## src/rtl/map_pkg.sv

```systemverilog
// Shared tile-map definitions: grid geometry, cell/sprite widths and the access FSM encoding.
// Pure declarations; no latency or flow control of its own.
package map_pkg;

    localparam int GRID_W   = 20;
    localparam int GRID_H   = 15;
    localparam int CELLS    = GRID_W * GRID_H;
    localparam int ADDR_W   = 9;
    localparam int SPRITE_W = 4;
    localparam int OPS_W    = 4;

    typedef enum logic [1:0] {
        ST_CLOSED = 2'd0,
        ST_ARB    = 2'd1,
        ST_ISSUE  = 2'd2,
        ST_RESP   = 2'd3
    } map_state_t;

    function automatic logic addr_in_map(input logic [ADDR_W-1:0] addr);
        return addr < ADDR_W'(CELLS);
    endfunction

    // Row-major cell index used by the world logic when it builds addresses.
    function automatic logic [ADDR_W-1:0] cell_addr(input logic [4:0] x, input logic [3:0] y);
        return ADDR_W'(y) * ADDR_W'(GRID_W) + ADDR_W'(x);
    endfunction

endpackage

```

## src/rtl/frame_window.sv

```systemverilog
// Frame-update window: opens the cycle after each vga_vs falling edge, closes on timeout or op budget.
// Latency: window_open one cycle after the edge; no backpressure, the issue pulse is always accepted.
module frame_window
    import map_pkg::*;
#(
    parameter int WINDOW_LEN = 60000,
    parameter int MAX_OPS    = 8
) (
    input  logic             clock_50,
    input  logic             reset_key,
    input  logic             vga_vs,
    input  logic             issue,
    output logic             window_open,
    output logic             win_start,
    output logic [OPS_W-1:0] ops_count
);

    localparam int               WIN_W   = $clog2(WINDOW_LEN + 1);
    localparam logic [WIN_W-1:0] WIN_LAST = WIN_W'(WINDOW_LEN - 1);
    localparam logic [OPS_W-1:0] OPS_MAX  = OPS_W'(MAX_OPS);

    logic             vs_q;
    logic             vs_fall;
    logic [WIN_W-1:0] win_cnt;
    logic [OPS_W-1:0] ops_next;

    assign vs_fall  = vs_q & ~vga_vs;
    assign ops_next = (issue && ops_count != OPS_MAX) ? ops_count + OPS_W'(1) : ops_count;

    always_ff @(posedge clock_50 or negedge reset_key) begin
        if (!reset_key) begin
            vs_q        <= 1'b1;
            win_cnt     <= '0;
            ops_count   <= '0;
            window_open <= 1'b0;
            win_start   <= 1'b0;
        end else begin
            vs_q      <= vga_vs;
            win_start <= vs_fall;
            // A new edge restarts the window even if one is already open.
            if (vs_fall) begin
                window_open <= 1'b1;
                win_cnt     <= '0;
                ops_count   <= '0;
            end else begin
                ops_count <= ops_next;
                if (window_open) begin
                    win_cnt <= win_cnt + WIN_W'(1);
                    if (win_cnt == WIN_LAST || ops_next == OPS_MAX) begin
                        window_open <= 1'b0;
                    end
                end
            end
        end
    end

endmodule

```

## src/rtl/map_access_arbiter.sv

```systemverilog
// Arbitrates robot (req0) and cursor (req1) access to the single-port tile-map RAM inside the frame window.
// Latency: gnt at ARB+1, rvalid at ARB+2, one access per 3 cycles; requests are held until granted.
module map_access_arbiter
    import map_pkg::*;
#(
    parameter int WINDOW_LEN = 60000,
    parameter int MAX_OPS    = 8
) (
    input  logic                clock_50,
    input  logic                reset_key,
    input  logic                vga_vs,
    input  logic                mode,
    input  logic                req0,
    input  logic                req1,
    input  logic                we0,
    input  logic                we1,
    input  logic [ADDR_W-1:0]   addr0,
    input  logic [ADDR_W-1:0]   addr1,
    input  logic [SPRITE_W-1:0] wdata0,
    input  logic [SPRITE_W-1:0] wdata1,
    output logic                gnt0,
    output logic                gnt1,
    output logic                rvalid0,
    output logic                rvalid1,
    output logic [SPRITE_W-1:0] rdata,
    output logic                err,
    output logic [ADDR_W-1:0]   mem_addr,
    output logic                mem_we,
    output logic [SPRITE_W-1:0] mem_wdata,
    input  logic [SPRITE_W-1:0] mem_rdata,
    output logic                window_open,
    output logic [OPS_W-1:0]    ops_count
);

    map_state_t          state;
    logic                win_start;
    logic                tie_seen;
    logic                last_gnt;
    logic                winner;
    logic                rd_q;
    logic                oor_q;

    logic                tie;
    logic                first_tie;
    logic                pick1;
    logic                sel_we;
    logic                sel_ok;
    logic [ADDR_W-1:0]   sel_addr;
    logic [SPRITE_W-1:0] sel_wdata;

    frame_window #(
        .WINDOW_LEN (WINDOW_LEN),
        .MAX_OPS    (MAX_OPS)
    ) u_frame_window (
        .clock_50    (clock_50),
        .reset_key   (reset_key),
        .vga_vs      (vga_vs),
        .issue       (state == ST_ISSUE),
        .window_open (window_open),
        .win_start   (win_start),
        .ops_count   (ops_count)
    );

    // last_gnt: 0 = robot granted last, 1 = cursor. mode=1 prefers robot on the first tie of a window.
    always_comb begin
        tie       = req0 & req1;
        first_tie = ~tie_seen | win_start;
        if (tie) begin
            pick1 = first_tie ? ~mode : ~last_gnt;
        end else begin
            pick1 = req1;
        end
        sel_addr  = pick1 ? addr1  : addr0;
        sel_we    = pick1 ? we1    : we0;
        sel_wdata = pick1 ? wdata1 : wdata0;
        sel_ok    = addr_in_map(sel_addr);
    end

    // Out-of-range reads return zero rather than whatever the RAM holds past the map.
    assign rdata = ((rvalid0 | rvalid1) && !oor_q) ? mem_rdata : '0;

    always_ff @(posedge clock_50 or negedge reset_key) begin
        if (!reset_key) begin
            state     <= ST_CLOSED;
            gnt0      <= 1'b0;
            gnt1      <= 1'b0;
            rvalid0   <= 1'b0;
            rvalid1   <= 1'b0;
            err       <= 1'b0;
            mem_addr  <= '0;
            mem_we    <= 1'b0;
            mem_wdata <= '0;
            tie_seen  <= 1'b0;
            last_gnt  <= 1'b0;
            winner    <= 1'b0;
            rd_q      <= 1'b0;
            oor_q     <= 1'b0;
        end else begin
            gnt0    <= 1'b0;
            gnt1    <= 1'b0;
            rvalid0 <= 1'b0;
            rvalid1 <= 1'b0;
            err     <= 1'b0;
            mem_we  <= 1'b0;
            if (win_start) begin
                tie_seen <= 1'b0;
            end
            case (state)
                ST_CLOSED: begin
                    if (window_open) begin
                        state <= ST_ARB;
                    end
                end
                ST_ARB: begin
                    if (!window_open) begin
                        state <= ST_CLOSED;
                    end else if (req0 || req1) begin
                        gnt0      <= ~pick1;
                        gnt1      <= pick1;
                        mem_addr  <= sel_addr;
                        mem_wdata <= sel_wdata;
                        mem_we    <= sel_we & sel_ok;
                        err       <= ~sel_ok;
                        winner    <= pick1;
                        last_gnt  <= pick1;
                        rd_q      <= ~sel_we;
                        oor_q     <= ~sel_ok;
                        if (tie) begin
                            tie_seen <= 1'b1;
                        end
                        state <= ST_ISSUE;
                    end
                end
                ST_ISSUE: begin
                    rvalid0 <= rd_q & ~winner;
                    rvalid1 <= rd_q & winner;
                    state   <= ST_RESP;
                end
                ST_RESP: begin
                    state <= ST_ARB;
                end
                default: begin
                    state <= ST_CLOSED;
                end
            endcase
        end
    end

endmodule

```

## config.mk

```make
export PLATFORM = sky130hd
export DESIGN_NAME = map_access_arbiter
export DESIGN_NICKNAME = d
export VERILOG_FILES = /design/src/rtl/map_pkg.sv /design/src/rtl/frame_window.sv /design/src/rtl/map_access_arbiter.sv
export SDC_FILE = /design/constraint.sdc
export NUM_CORES = 1
export LEC_CHECK = 0
export CORE_ASPECT_RATIO = 0.6
export CORE_MARGIN = 5
export CORE_UTILIZATION = 48
export DETAILED_ROUTE_END_ITERATION = 10
export PLACE_DENSITY = 0.8
export SLEW_MARGIN = 5
export SYNTH_ARGS = -nofsm -noshare
export SYNTH_HDL_FRONTEND = slang
export SYNTH_SLANG_ARGS = --single-unit
```

## constraint.sdc

```tcl
create_clock -name clock_50 -period 2.05 [get_ports clock_50]
set_input_delay 0.205 -clock clock_50 [delete_from_list [all_inputs] [get_ports clock_50]]
set_output_delay 0.205 -clock clock_50 [all_outputs]
set_load 0.05 [all_outputs]
```

==> summary.txt, run 1 <==
Timing
  • TNS Setup: 0 ns
  • Final setup violation count: 0
  • RSZ-0062 raised after global routing: no
  • Final worst path period need: 1.89 ns
  • Setup ws final: 0.160 ns
  • Worst slew pin tran: around 0.53 ns
  • Relative slew slack: 64.6%
  • WHS: 0.348 ns
  • Clock Skews: between 0.006 and 0.007 ns
  • Fmax: roughly 530 MHz
  • Period utilization: 92.2%
  • Endpoints failing hold: 0
  • Max Slew Vio Count: 0

Clock tree
  • Clock latency on the worst-skew pair: 0.29 ns
  • PostCTS Resize Cnt: 0
  • CTS Root Cell: clkbuf_8
  • TritonCTS clock tree: done
  • CTS Buf Count: 5
  • Setup repair bufs after CTS: 0
  • Clock sink count: between 40 and 50
  • CTS Buffer Depth: 2
  • Reg clk slew, reported paths: 0.09 ns
  • H-tree levels: 2

Synthesis
  • Cells after Synth: 232
  • Library cells used by synthesis: 47
  • Net Count, Synth: 277
  • Number of synthesized register bits: 48
  • Post-synth ARST share: 100%
  • Sequential area share after synthesis: 49.9%
  • Ys Warns: 0
  • Most common cell in the netlist: dfrtp_1
  • Predominant post-synthesis flop cell: dfrtp_1
  • Largest area contributor in the netlist: dfrtp_1
  • Commonest cells post-synth: dfrtp_1, nand2_1, nor2_1
  • Top cells by area, synth: dfrtp_1, mux2i_1, ha_1
  • Yosys top cell area share: 48.8%
  • Mapped Area: approximately 2400 um2
  • EDFF count, synth: 0
  • Syn_area_per_cell: just over 10 um2

Power and ir drop
  • VDD IR max: 0.823 mV
  • P_leak: about 1.5 nW
  • Overall power: roughly 0.0039 W
  • Pwr/cell area: approximately 1200 nW/um2

Critical path
  • Crit Reg-Reg Startpoint: state[1]
  • Slowest cell delay on critical path: 0.86 ns
  • Startpoint types: flop
  • Slowest-stage cell, CP: clkdlybuf4s50_1
  • CP Cell Sequence: clkdlybuf4s50_1
  • Crit path max-delay family: buffers and inverters
  • Worst Path Buf+Inv: 1
  • Crit path kind: flop to output port
  • Data arrival, critical path: approximately 1.7 ns
  • CP Max Fanout: 8
  • Worst EP required: around 1.9 ns
  • Critical Path Source: u_frame_window.window_open
  • CP endpoint kind: output port

Routing
  • Detailed-route via count: between 1500 and 2000
  • Residual DRC count: 0
  • ANT nets after route: 0
  • Total Wirelength: about 5600 um
  • Avg WL per Cell: 15.1 um
  • Drt initial violations: 122
  • Vias/cell: 5.21
  • TritonRoute pass-1 iters: 5

GRT
  • First-pass GRT wire length: 9780 um
  • Largest net degree at the start of global routing: 23
  • Number of global-route vias before repair: 1993
  • GRT overflow: 0
  • Initial antenna violation count: 0
  • Gr usage total: between 10% and 20%

Place
  • # port buffers: 65
  • Placed wire-length estimate: 4490 um
  • Gpl congestion: 0.851
  • Dpl ws: 0.101 ns

Floorplan
  • Initial Utilization: 48.6%
  • Die Ht: 64.9 um
  • Die W: roughly 100 um
  • Row cnt: 20
  • Core area: about 5000 um2
  • I/O pin cnt: 66
  • Die area: roughly 6600 um2

Min path
  • Hold path startpoint: vga_vs
  • Hold/Removal Path Class: primary input to flop

Final layout
  • Fin nets: 351
  • Fillers: 404
  • Share of cells above drive strength 1: between 10% and 20%
  • Antenna diode count: 0
  • Layout area overhead: 35.6%

Job
  • # Max-Cap Violations: 0

Status
  • Status: finished, final reports clean
layer usage:
metal  up-vias  routed length (um)  track usage (%)
met4         0                  25             3.32
met3         2                 298             4.09
met5         -                   0                0
li1        969                   -                -
met1       928                2830             28.8
met2        45                2480             27.1
worst paths after layout:
kind	endpoint	slack (ns)	depth (start not counted)
worst max-delay path	window_open	0.16	1
worst min-delay path	u_frame_window.vs_q	0.35	1
worst min register to register	mem_addr[4]	0.49	2
worst max register to register	mem_wdata[2]	0.25	5
min in group asynchronous	u_frame_window.win_cnt[10]	0.40	2
max in group asynchronous	oor_q	1.06	3
layout make-up:
cell class | instances | area (um2) | share of cell area, %
Inverter | 6 | 22.5 | 0.689
Clock inverter | 2 | 38.8 | 1.19
Clock buffer | 6 | 82.6 | 2.53
Sequential cell | 48 | 1200 | 36.8
Tap cell | 66 | 82.6 | 2.53
Multi-Input combinational cell | 170 | 1130 | 34.5
Timing Repair Buffer | 75 | 713 | 21.8
state kept, by name, summed over array words and instances (netlist names):
signal	flops
u_frame_window.win_cnt	16
mem_addr	9
mem_wdata	4
u_frame_window.ops_count	4
state	2
err	1
gnt0	1
gnt1	1
mem_we	1
oor_q	1
rd_q	1
rvalid0	1
rvalid1	1
tie_seen	1
u_frame_window.vs_q	1
u_frame_window.win_start	1
u_frame_window.window_open	1
winner	1
cell families (layout without fill, tap and decap cells):
group | count (synthesis) | after routing | synth area share (%)
AND/OR/NAND/NOR | 100 | 100 | 22.4
flip-flops | 48 | 48 | 49.9
AO/OA/AOI/OAI | 39 | 39 | 10.5
buffers and inverters | 14 | 89 | 3.37
multiplexers | 13 | 13 | 6.13
XOR/XNOR | 11 | 11 | 4.00
adder cells (fa/ha/maj) | 7 | 7 | 3.63
per-stage QoR:
stage          std cells  util (%)  cell area [um2]
6_report             373      66.0             3270
5_1_grt              373      66.0             3270
4_1_cts              373      66.0             3270
3_5_place_dp         364      63.3             3140
3_3_place_gp         364      63.3             3140
2_1_floorplan        232         -             2410
timing repair:
item / in CTS / in global routing
hold buffers: 1 / 0
setup endpoints to repair: 0 / 0
endpoints found under the hold margin: 19 / 0
placed cells by master (no fill, tap or decap), types with 2 or more instances in the layout:
master / synthesis / final
clkdlybuf4s50_1: 0 / 60
dfrtp_1: 47 / 47
nand2_1: 21 / 21
nor2_1: 21 / 21
o21ai_0: 15 / 15
buf_4: 1 / 13
mux2i_1: 10 / 10
xor2_1: 7 / 7
a21oi_1: 7 / 7
nand3_1: 7 / 7
ha_1: 7 / 7
inv_1: 6 / 6
and3_1: 6 / 6
and2_1: 6 / 6
nand4_1: 6 / 6
and3_2: 6 / 6
a221o_1: 6 / 6
clkbuf_8: 0 / 6
nor3_1: 5 / 5
nand2b_1: 4 / 4
xnor2_1: 4 / 4
a211oi_1: 3 / 3
nand3b_1: 2 / 2
a31oi_1: 2 / 2
and4_1: 2 / 2
or2_2: 2 / 2
a21boi_0: 2 / 2
or4_1: 2 / 2
or3_1: 2 / 2
power by group:
| group | total [W] | internal [W] | switching, W |
|---|---|---|---|
| registers | 0.00138 | 0.00120 | 0.000177 |
| clock network | 0.000706 | 0.000399 | 0.000308 |
| logic | 0.00180 | 0.000672 | 0.00113 |
| total | 0.00389 | 0.00227 | 0.00161 |
Power figures use the tool's default switching activity.
==> run 2, diff against run 1 <==
CORE_UTILIZATION = 45   (was 48)
PLACE_DENSITY = 0.75   (was 0.8)
REMOVE_ABC_BUFFERS = 1   (was unset)
==> summary.txt, run 2 (synthesis gave the netlist of run 1 again) <==
Critical path
  • Worst R2R End: mem_wdata[0]
  • Data arrival, critical path: 1.60 ns (-0.08 ns)
  • Reg2Reg Setup Slack: 0.29 ns (+0.04 ns)
  • Crit Reg-Reg Startpoint: winner
  • Worst r2r path cells: 5 (unchanged)
  • Startpoint types: flop
  • Slowest-stage cell, CP: clkdlybuf4s50_1
  • Worst Path Buf+Inv: 1 (unchanged)
  • CP Max Fanout: 6 (-2)
  • Crit path kind: flop to output port
  • Worst EP required: 1.85 ns (about the same)
  • CP Cell Sequence: clkdlybuf4s50_1
  • CP endpoint kind: output port
  • Slowest cell delay on critical path: 0.84 ns (-0.02 ns)
  • Crit path max-delay family: buffers and inverters

Final layout
  • Most common cell after layout, fill and taps aside: clkdlybuf4s50_1
  • Regs by FF count: u_frame_window.win_cnt x16, mem_addr x9
  • Fin util: 63.2% (-2.8 points)
  • Antenna diode count: 0 (unchanged)
  • Share of cells above drive strength 1: 11.2% (-0.83 points)
  • Layout area overhead: 34.5%
  • Most frequent cells in the layout: clkdlybuf4s50_1, dfrtp_1, nand2_1, nor2_1, o21ai_0
  • Top reg by flops: u_frame_window.win_cnt
  • Post-Layout Cell Count: 369 (-1.1%)
  • Max reg flops: 16 (unchanged)
  • Fin nets: 347 (-1.1%)

GRT
  • GRT overflow: 0 (unchanged)
  • Number of global-route vias before repair: 1867 (-6.3%)
  • First-pass GRT wire length: 9500 um (-2.9%)
  • Largest net degree at the start of global routing: 49 (+110%)
  • Gr usage total: 17.1% (-1.6 points)
  • Initial antenna violation count: 0 (unchanged)

Min path
  • Hold/Removal Path Class: primary input to asynchronous set/reset pin

Place
  • Gpl congestion: 0.802 (-5.7%)
  • Dpl ws: 0.0828 ns (-0.0178 ns)
  • Number of instances in the placed design: 361 (-0.82%)
  • # port buffers: 65 (unchanged)
  • Placed wire-length estimate: 4330 um (-3.4%)

Timing
  • Endpoints failing hold: 21 (+21)
  • Worst slew pin tran: 0.595 ns (+0.0648 ns)
  • Period utilization: 87.8% (-4.4 points)
  • RSZ-0062 raised after global routing: no
  • TNS Setup: 0 ns (unchanged)
  • Final worst path period need: 1.80 ns (-0.0894 ns)
  • WHS: -0.0171 ns (-0.365 ns)
  • Setup ws final: 0.250 ns (+0.0894 ns)
  • Final setup violation count: 0 (unchanged)
  • Clock Skews: 0.00408 ns (-0.00266 ns)
  • Relative slew slack: 60.4% (-4.2 points)
  • Fmax: 555 MHz (+5.0%)
  • Max Slew Vio Count: 0 (unchanged)

Job
  • # Max-Cap Violations: 0 (unchanged)

Routing
  • Residual DRC count: 0 (unchanged)
  • Drt initial violations: 104 (-15%)
  • TritonRoute pass-1 iters: 4 (-1)
  • Detailed-route via count: 1938 (-0.31%)
  • Total Wirelength: 5640 um (+0.23%)
  • Avg WL per Cell: 15.3 um (+1.3%)
  • Vias/cell: 5.25 (+0.77%)
  • ANT nets after route: 0 (unchanged)

Clock tree
  • Reg clk slew, reported paths: 0.09 ns (about the same)
  • CTS hold repair buffers: 0 (-1)
  • CTS Buffer Depth: 2 (unchanged)
  • Clock sink count: 48 (unchanged)
  • H-tree levels: 2 (unchanged)
  • PostCTS Resize Cnt: 0 (unchanged)
  • CTS Buf Count: 5 (unchanged)
  • CTS Root Cell: clkbuf_8
  • Setup repair bufs after CTS: 0 (unchanged)
  • Clock latency on the worst-skew pair: 0.30 ns (about the same)
  • TritonCTS clock tree: done

Floorplan
  • Row cnt: 20 (unchanged)
  • Initial Utilization: 47.0% (-1.7 points)
  • Die Ht: 66.7 um (+2.8%)
  • I/O pin cnt: 66 (unchanged)
  • Die area: 6970 um2 (+5.8%)
  • Die W: 104 um (+3.0%)
  • Core area: 5130 um2 (+3.5%)

Power and ir drop
  • Pwr/cell area: 1190 nW/um2 (about the same)
  • P_leak: 1.46 nW (-1.4%)
  • Switching fraction of total power: 42.0% (+0.49 points)
  • Psw: 0.00162 W (+0.35%)
  • Logic pwr share: 46.6% (+0.3 points)
  • Clk network pwr share: 17.6% (-0.6 points)
  • Internal power: 0.00224 W (-1.7%)
  • Overall power: 0.00385 W (-0.82%)
  • VDD IR max: 0.762 mV (-7.4%)
  • Seq pwr share: 35.8% (+0.3 points)

Status
  • Status: finished with violations
  • Violated checks: negative hold slack
## run 2: stage by stage
step	hold WS [ns]	instance area, um2
CTS	0.0111	3240
global placement	0.336	3130
finish	-0.0171	3240
floorplan	-0.0906	2350
global route	0.0436	3240
detailed placement	0.335	3130
## run 2: power groups by stage
stage | sequential (W) | combinational (W) | clock [W]
after floorplan | 0.00194 | 0.000588 | 0
after global placement | 0.00139 | 0.00178 | 0
after detailed placement | 0.00139 | 0.00181 | 0
after CTS | 0.00138 | 0.00181 | 0.000692
after global routing | 0.00142 | 0.00193 | 0.000734
final | 0.00138 | 0.00180 | 0.000679
## run 2: how the worst max path moves through the flow
stage	start	end	slack, ns	cells after the start
global placement	req0	mem_addr[1]	0.13	6
CTS	u_frame_window.window_open	window_open	0.06	1
detailed placement	req0	mem_wdata[0]	0.08	6
floorplan	u_frame_window.window_open	u_frame_window.win_cnt[13]	0.14	4
finish	u_frame_window.ops_count[2]	ops_count[2]	0.25	1
global route	u_frame_window.ops_count[1]	ops_count[1]	0.18	1
## run 2: layer usage
| layer | wire, um | track usage (%) | part of all wire, % | vias up |
|---|---|---|---|---|
| li1 | - | - | - | 967 |
| met3 | 306 | 4.26 | 5.4 | 4 |
| met5 | 0 | 0 | 0 | - |
| met4 | 48 | 4.52 | 0.85 | 0 |
| met1 | 2900 | 25.0 | 51 | 920 |
| met2 | 2390 | 25.2 | 42 | 47 |
## run 2: cell type report
| class | instances | area, um2 |
|---|---|---|
| clock buffer | 5 | 68.8 |
| clock inverter | 3 | 42.5 |
| fill | 422 | 1890 |
| inverter | 6 | 22.5 |
| multi-input combinational | 170 | 1130 |
| sequential | 48 | 1200 |
| tap | 66 | 82.6 |
| timing repair buffer | 71 | 696 |
## run 2: worst reg2reg max path, cell delays in order (launching register included)
cell	delay [ns]
dfrtp_1	0.43
and4b_1	0.21
a311o_1	0.36
buf_12	0.17
and3_2	0.21
a221o_1	0.26
